**src/rtl/clk_div_pkg.sv**
```systemverilog
// Shared constants and helpers for the multi-channel clock divider.
package clk_div_pkg;

  localparam int DEF_WIDTH = 16;
  localparam int MIN_DIV   = 2;

  // Channel-select width; a single channel still needs a one-bit select port.
  function automatic int cw_of(input int num_ch);
    return (num_ch > 1) ? $clog2(num_ch) : 1;
  endfunction

endpackage

```
**src/rtl/clk_div_chan.sv**
```systemverilog
// One divider channel: period counter, shadow/active divisor registers and
// registered divided-clock / tick outputs.
module clk_div_chan
  import clk_div_pkg::*;
#(
  parameter int WIDTH   = DEF_WIDTH,
  parameter int DEF_DIV = 4
) (
  input  logic             clk_in,
  input  logic             rst,
  input  logic             en,
  input  logic             cfg_we,
  input  logic [WIDTH-1:0] cfg_div,
  input  logic [WIDTH-1:0] cfg_high,
  output logic             clk_div,
  output logic             tick,
  output logic             cfg_pend
);

  localparam logic [WIDTH-1:0] RST_DIV  = WIDTH'(DEF_DIV);
  localparam logic [WIDTH-1:0] RST_HIGH = WIDTH'(DEF_DIV / 2);
  localparam logic [WIDTH-1:0] ONE      = WIDTH'(1);

  function automatic logic [WIDTH-1:0] eff_period(input logic [WIDTH-1:0] div);
    return (div < WIDTH'(MIN_DIV)) ? WIDTH'(MIN_DIV) : div;
  endfunction

  logic [WIDTH-1:0] cnt_p0, cnt_nxt;
  logic [WIDTH-1:0] div_a, high_a, div_s, high_s;
  logic [WIDTH-1:0] div_a_nxt, high_a_nxt, div_s_nxt, high_s_nxt;
  logic             run_p0;
  logic             pend, pend_nxt;
  logic             live, last, reload;
  logic             clk_div_p1, tick_p1;

  always_comb begin
    live       = run_p0 && en;
    last       = (cnt_p0 >= eff_period(div_a) - ONE);
    // Idle or just-enabled channels start a fresh period, so they may load at once.
    reload     = !live || last;
    cnt_nxt    = (live && !last) ? cnt_p0 + ONE : '0;
    div_s_nxt  = div_s;
    high_s_nxt = high_s;
    div_a_nxt  = div_a;
    high_a_nxt = high_a;
    pend_nxt   = pend;
    if (cfg_we) begin
      div_s_nxt  = cfg_div;
      high_s_nxt = cfg_high;
      if (reload) begin
        div_a_nxt  = cfg_div;
        high_a_nxt = cfg_high;
        pend_nxt   = 1'b0;
      end else begin
        pend_nxt   = 1'b1;
      end
    end else if (reload) begin
      div_a_nxt  = div_s;
      high_a_nxt = high_s;
      pend_nxt   = 1'b0;
    end
  end

  // Stage p0: counter and configuration state
  always_ff @(posedge clk_in or negedge rst) begin
    if (!rst) begin
      cnt_p0 <= '0;
      run_p0 <= 1'b0;
      div_a  <= RST_DIV;
      high_a <= RST_HIGH;
      div_s  <= RST_DIV;
      high_s <= RST_HIGH;
      pend   <= 1'b0;
    end else begin
      cnt_p0 <= cnt_nxt;
      run_p0 <= en;
      div_a  <= div_a_nxt;
      high_a <= high_a_nxt;
      div_s  <= div_s_nxt;
      high_s <= high_s_nxt;
      pend   <= pend_nxt;
    end
  end

  // Stage p1: outputs registered from the next-state values so they align with cnt_p0
  always_ff @(posedge clk_in or negedge rst) begin
    if (!rst) begin
      clk_div_p1 <= 1'b0;
      tick_p1    <= 1'b0;
    end else begin
      clk_div_p1 <= en && (cnt_nxt < high_a_nxt);
      tick_p1    <= en && (cnt_nxt == '0);
    end
  end

  assign clk_div  = clk_div_p1;
  assign tick     = tick_p1;
  assign cfg_pend = pend;

endmodule

```
**src/rtl/clk_div_multi.sv**
```systemverilog
// Multi-channel programmable divided-clock / tick generator: decodes the
// configuration port and replicates one divider channel per output.
module clk_div_multi
  import clk_div_pkg::*;
#(
  parameter int NUM_CH  = 4,
  parameter int WIDTH   = DEF_WIDTH,
  parameter int DEF_DIV = 4,
  localparam int CW     = cw_of(NUM_CH)
) (
  input  logic              clk_in,
  input  logic              rst,
  input  logic [NUM_CH-1:0] en,
  input  logic              cfg_we,
  input  logic [CW-1:0]     cfg_sel,
  input  logic [WIDTH-1:0]  cfg_div,
  input  logic [WIDTH-1:0]  cfg_high,
  output logic [NUM_CH-1:0] clk_div,
  output logic [NUM_CH-1:0] tick,
  output logic [NUM_CH-1:0] cfg_pend
);

  logic [NUM_CH-1:0] we_ch;

  // Only in-range indices are decoded, so a select at or beyond NUM_CH hits nothing.
  always_comb begin
    we_ch = '0;
    for (int i = 0; i < NUM_CH; i++) begin
      if (cfg_we && (cfg_sel == CW'(i))) begin
        we_ch[i] = 1'b1;
      end
    end
  end

  for (genvar g = 0; g < NUM_CH; g++) begin : g_chan
    clk_div_chan #(
      .WIDTH   (WIDTH),
      .DEF_DIV (DEF_DIV)
    ) u_chan (
      .clk_in   (clk_in),
      .rst      (rst),
      .en       (en[g]),
      .cfg_we   (we_ch[g]),
      .cfg_div  (cfg_div),
      .cfg_high (cfg_high),
      .clk_div  (clk_div[g]),
      .tick     (tick[g]),
      .cfg_pend (cfg_pend[g])
    );
  end

endmodule
```
**config.mk**
```make
export PLATFORM = sky130hd
export DESIGN_NAME = clk_div_multi
export DESIGN_NICKNAME = d
export VERILOG_FILES = /design/src/rtl/clk_div_pkg.sv /design/src/rtl/clk_div_chan.sv /design/src/rtl/clk_div_multi.sv
export SDC_FILE = /design/constraint.sdc
export NUM_CORES = 1
export LEC_CHECK = 0
export ABC_AREA = 1
export ABC_CLOCK_PERIOD_IN_PS = 5800
export CAP_MARGIN = 40
export CORE_MARGIN = 2
export CORE_UTILIZATION = 60
export DETAILED_ROUTE_END_ITERATION = 16
export PLACE_DENSITY = 0.83
export SLEW_MARGIN = 20
export SYNTH_ARGS = -nofsm -noshare
export SYNTH_HDL_FRONTEND = slang
export SYNTH_SLANG_ARGS = --single-unit
```
**constraint.sdc**
```tcl
create_clock -name clk_in -period 5.8 [get_ports clk_in]
set_input_delay 1.16 -clock clk_in [delete_from_list [all_inputs] [get_ports clk_in]]
set_output_delay 1.16 -clock clk_in [all_outputs]
set_load 0.01 [all_outputs]
```
Yosys cells after proc, flatten, opt, wreduce, memory -nomap -nowiden
Cells that the tools add are included.
Cells by class
  add/sub/neg operators: 8
  order comparisons: 12
  equality and inequality tests: 3
  mux-type cells: 48
  reduce and logical (&&, ||, !) cells: 41
Operator list (count)
  two-way mux 16 bit: 32
  adder 16 x 1 -> 16 bit (second input constant): 4
  >= comparator 16 bit: 4
  logical NOT 16 bit: 4
  < comparator 16 bit: 4
  < comparator 16 x 2 -> 1 bit (second input constant): 4
  subtractor 16 x 1 -> 16 bit (second input constant): 4
  logical AND 1 bit: 20
  two-way mux 1 bit: 16
  logical NOT 1 bit: 8
  nonzero test 2 bit: 4
  == test 2 bit (second input constant): 2
  logical OR 1 bit: 4
  == test 2 x 1 -> 1 bit (second input constant): 1
  logical NOT 2 bit: 1
Storage, ports and cells
  flip-flop bits (word level): 336
  input port bits: 41
  output and inout bits: 12
  word-level logic and storage cells: 148

Logic depth before layout (Yosys ltp)
  word-level depth: 9
  depth in mapped cells: 36
  depth with buffers taken out: 34

Modules after synthesis
Synthesis repeated with hierarchy kept, for this count alone.
Second synthesis, totals
  cells, all modules: 2203
  area total of the unflattened synthesis: 18131.1 um2
Modules (own cells, without submodules)
  clk_div_chan at g_chan[0].u_chan ...: instances 2, cells an instance 558, area an instance 4541.9 um2
  clk_div_chan at g_chan[3].u_chan: instances 1, cells an instance 538, area an instance 4539.4 um2
  clk_div_chan at g_chan[1].u_chan: instances 1, cells an instance 541, area an instance 4478.0 um2
  clk_div_multi: instances 1, cells an instance 8, area an instance 30.0 um2

Worst setup path after synthesis
Ideal clock, no wire load.
  path kind: flip-flop to flip-flop
  start point: register g_chan[2].u_chan.div_a[7]
  end point: register g_chan[2].u_chan.clk_div_p1
  library setup time: 0.077 ns
  arrival: 4.121 ns
  data required time: 5.723 ns
  slack: 1.602 ns
  stages on the path, launching flop included: 32
  path buffers: 2
  cell sequence: dfrtp_1 nor4_1 nand4_1 nand2_1 ha_1 inv_1 nor4_2 nand4_1 nor2_1 nand2_1 o21ai_0 o21ai_1 inv_1 ha_1 nand2_1 inv_1 o21ai_1 nand3_1 nor2_1 nand2_2 inv_2 buf_6 buf_2 nand2_1 o21ai_0 inv_1 ha_1 a21oi_1 nor2_1 a211oi_1 nand2_1 a21oi_1
On the way
  longest elaborated chain between the ends: 9
  elaborated cells between the ends (all ways): 13
Ends and longest elaborated chain
  start, declared: RTL line clk_div_chan.sv:29  | logic [WIDTH-1:0] div_a, high_a, div_s, high_s;
  start signal, assigned: RTL line clk_div_chan.sv:77  | div_a <= div_a_nxt;
  < comparator 16 x 2 -> 1 bit: RTL line clk_div_chan.sv:25  | return (div < WIDTH'(MIN_DIV)) ? WIDTH'(MIN_DIV) : div;
  two-way mux 16 bit *: RTL line clk_div_chan.sv:25
  subtractor 16 x 1 -> 16 bit *: RTL line clk_div_chan.sv:38  | last = (cnt_p0 >= eff_period(div_a) - ONE);
  >= comparator 16 bit *: RTL line clk_div_chan.sv:38
  logical OR 1 bit *: RTL line clk_div_chan.sv:40  | reload = !live || last;
  two-way mux 16 bit (on tied branches): RTL line clk_div_chan.sv:57, clk_div_chan.sv:50
  two-way mux 16 bit *: RTL line clk_div_chan.sv:47  | if (cfg_we) begin
  named net g_chan[2].u_chan.high_a_nxt[5]: RTL line clk_div_chan.sv:30  | logic [WIDTH-1:0] div_a_nxt, high_a_nxt, div_s_nxt, high_s_nxt;
  < comparator 16 bit *: RTL line clk_div_chan.sv:91  | clk_div_p1 <= en && (cnt_nxt < high_a_nxt);
  logical AND 1 bit *: RTL line clk_div_chan.sv:91
  end signal, assigned: RTL line clk_div_chan.sv:91
  end, declared: RTL line clk_div_chan.sv:34  | logic clk_div_p1, tick_p1;
The timed path passes the listed nets; every way through them passes the cells marked *.
A chain may end at the register's enable or synchronous reset.

Worst setup path in the final report
  start point: register g_chan[2].u_chan.div_a[9]
  end point: register g_chan[2].u_chan.clk_div_p1
The elaborated chain is that of the path after synthesis.

==> results.yml <==
synthesis:
  synth_async_reset_ratio_pct: 100.0
  synth-main-ff-cell: "dfrtp_1"
  synth_most_common_cell: "nand2_1"
  number_of_register_bits_inferred_by_synthesis: 336
  synth_fp_nets: 2428
  synth_warnings: 0
  number_of_different_library_cells_in_the_post_synthesis_netlist: 43
  part_of_the_yosys_area_used_for_sequential_elements_pct: 46.32
  dominant_cells_by_area_after_synthesis: "dfrtp_1 (44%), nand2_1 (11%), ha_1 (9.1%)"
  synth_edf_count: 0
  netlist_top_cells_count: "nand2_1 (545), inv_1 (424), dfrtp_1 (320)"
  synth_top_cell_by_area: "dfrtp_1"
  post_synth_instance_area_mm2: 0.01819
  synth_top_area_share_pct: 44.01
  postSynthCellCount: 2255
  syn_area_per_cell_um2: 8.068
worst_setup_path:
  setup.worst_path.end: "g_chan[2].u_chan.clk_div"
  critPathKind: "reg2reg"
  reg2reg_from: "g_chan[2].u_chan.div_a[9]"
  arrival_ns: 5.46
  timing.critical_path.slowest_cell_delay_ns: 0.46
  crit_top_cell: "nand2_1"
  r2r_cells: 31
  crit_path_max_fanout: 41
  critical_path.n_buffers_inverters: 6
  critPathTopFamily: "simple AND/OR/NAND/NOR gates"
  worstSetupStartpoint: "g_chan[2].u_chan.div_a[9]"
  worstSetupPathDepth: 31
  req_time_crit_path_ns: 6.25
  worstSetupEndpointType: "register"
  critical-path-slowest-cell: "inv_2"
  critPathLaunchType: "register"
  ff2ff_setup_slack_ns: 0.79
  worst_r2r_endpoint: "g_chan[2].u_chan.clk_div"
floorplanning:
  initial_core_util_pct: 61.22
  die_x_um: 178.1
  die_footprint_mm2: 0.03173
  core_area_mm2: 0.02972
  boundaryPins: 53
  row_count: 63
  die_y_um: 178.1
clock_network:
  clock_tree.buffer_depth: 3
  numCtsBuffers: 36
  post_cts_buffers: 0
  tritoncts: "done"
  cts_hold_repair.buffers: 0
  clk_transition_reported_paths_ns: 0.06
  clock_insertion_delay_worst_skew_ns: 0.53
  cts.htree.levels: 2
  clock_tree.root_cell: "clkbuf_16"
  clock_sink_count: 336
global_routing:
  overflow: 0
  grt_usage_pct: 28.65
  number_of_global_route_vias_before_repair: 14480
  grt_antenna_before_repair: 2
  grt_pass1_wl_um: 71860
  grt_max_degree: 128
placed_design:
  port_buffers: 52
  placedInstanceArea_mm2: 0.01898
  gpl.final_weighted_congestion: 0.8922
  dpl.cell_count: 2641
  place_hpwl_um: 30830
  place_worst_setup_slack_ns: 0.6750
timing:
  final_hold_viol_count: 0
  fin_setup_tns_ns: 0
  finalHoldWorstSlack_ns: 0.4956
  slew_viol_final: 0
  final.min_clock_period_ns: 5.007
  period_share_pct: 86.33
  worst_slew_pin_slew_ns: 0.8593
  fin_skew_ns: 0.02158
  max_slew_margin_pct: 42.71
  final-setup-viol-count: 0
  worst_slack_ns: 0.7928
  unrepaired_setup_endpoints_after_global_routing: "false"
  achievable-frequency_mhz: 199.7
power_and_ir_drop:
  power_mw: 6.292
  leakage_nw: 10.74
  power_per_cell_area_mw_per_mm2: 311.9
  vdd.ir_drop.worst_mv: 0.1807
worst_hold_path:
  worst_hold_path_stage_count: 2
  worstHoldPathType: "reg2reg"
status:
  status: "finished clean"
finish:
  final_core_utilization_pct: 67.89
  finalInstanceArea_mm2: 0.02018
  layout-drive-gt1-share_pct: 6.946
  area_growth_syn_to_layout_pct: 10.89
  finalNetCount: 2463
  final_cell_count_no_fill: 2710
flow_run:
  max_cap_violations: 0
route:
  drt_first_iter_violations: 1166
  detail_route.wl_per_cell_um: 15.98
  viasPerCell: 5.387
  dr_total_vias: 14600
  wirelength_um: 43300
  drt-pass1-iter-count: 6
  detail_route.drc_violations: 0
  ant_nets: 0
layer usage:
metal | GRT usage, % | share of wire [%]
met4 | 13.63 | 4.7
met5 | 0 | 0
met2 | 46.19 | 46
met1 | 38.50 | 43
met3 | 3.922 | 5.8
what timing repair did:
action	in CTS	in global routing
endpoints found under the hold margin	0	0
gates resized for setup	0	2
endpoints found under the setup margin	0	1
state kept, by name, indices dropped and copies added (netlist names):
register,cells
g_chan.u_chan.cfg_pend,4
g_chan.u_chan.clk_div,4
g_chan.u_chan.cnt_p0,64
g_chan.u_chan.div_a,64
g_chan.u_chan.div_s,64
g_chan.u_chan.high_a,64
g_chan.u_chan.high_s,64
g_chan.u_chan.run_p0,4
g_chan.u_chan.tick,4
kinds of logic (layout without fill, tap and decap cells):
| logic type | after synthesis | after routing | synth area share, % |
|---|---|---|---|
| simple gates | 878 | 878 | 20.97 |
| xor+xnor | 64 | 64 | 3.081 |
| buf+inv | 510 | 573 | 11.04 |
| compound gates | 335 | 335 | 9.504 |
| other cells | 0 | 2 | 0 |
| flops | 336 | 336 | 46.32 |
| fa+ha+maj | 132 | 132 | 9.078 |
tightest hold or removal path: cells and delay by family, from the launching register on:
family / cells / cell delay (ns)
AO/OA/AOI/OAI: 1 / 0.07
AND/OR/NAND/NOR: 1 / 0.05
flip-flops: 1 / 0.36
final cells by class:
class | instances | area, um^2
repair buffers | 65 | 650.6
clock inverters | 11 | 122.6
inverters | 442 | 1662
flip-flops and latches | 336 | 8428
well taps | 390 | 488.0
clock buffers | 55 | 1054
multi-input cells | 1409 | 7766
diodes | 2 | 5.005
fillers | 2204 | 9542
placed cells by master (no fill, tap or decap), types with 6 or more instances in the layout:
cell and n:
a211oi_1 8, a21oi_1 52, buf_4 10, clkbuf_1 12, clkbuf_16 37, clkbuf_8 6
clkdlybuf4s50_1 51, dfrtp_1 320, dfstp_2 16, ha_1 132, inv_1 424, inv_2 17
nand2_1 545, nand2_2 9, nand3_1 81, nand3_2 9, nand4_1 17, nor2_1 135
nor2_2 17, nor2_4 7, nor3_1 28, o21ai_0 224, o21ai_1 39, xnor2_1 9
xor2_1 55
how the worst min path moves through the flow:
| stage | from | end | slack, ns |
|---|---|---|---|
| finish | g_chan[0].u_chan.high_a[1] | g_chan[0].u_chan.high_a[1] | 0.50 |
| global route | g_chan[0].u_chan.div_a[2] | g_chan[0].u_chan.div_a[2] | 0.51 |
| CTS | g_chan[0].u_chan.high_a[1] | g_chan[0].u_chan.high_a[1] | 0.50 |
| detailed placement | g_chan[1].u_chan.div_s[0] | g_chan[1].u_chan.div_s[0] | 0.49 |
| global placement | g_chan[0].u_chan.high_a[1] | g_chan[0].u_chan.high_a[1] | 0.47 |
| floorplan | g_chan[2].u_chan.div_a[15] | g_chan[2].u_chan.div_a[15] | 0.46 |
power breakdown:
part	internal, mW	leakage [nW]	switching (mW)
logic	0.413	6.09	0.796
clock network	1.35	0.580	0.945
registers	2.65	4.08	0.133
No activity file was read; power rests on OpenSTA's default activity.
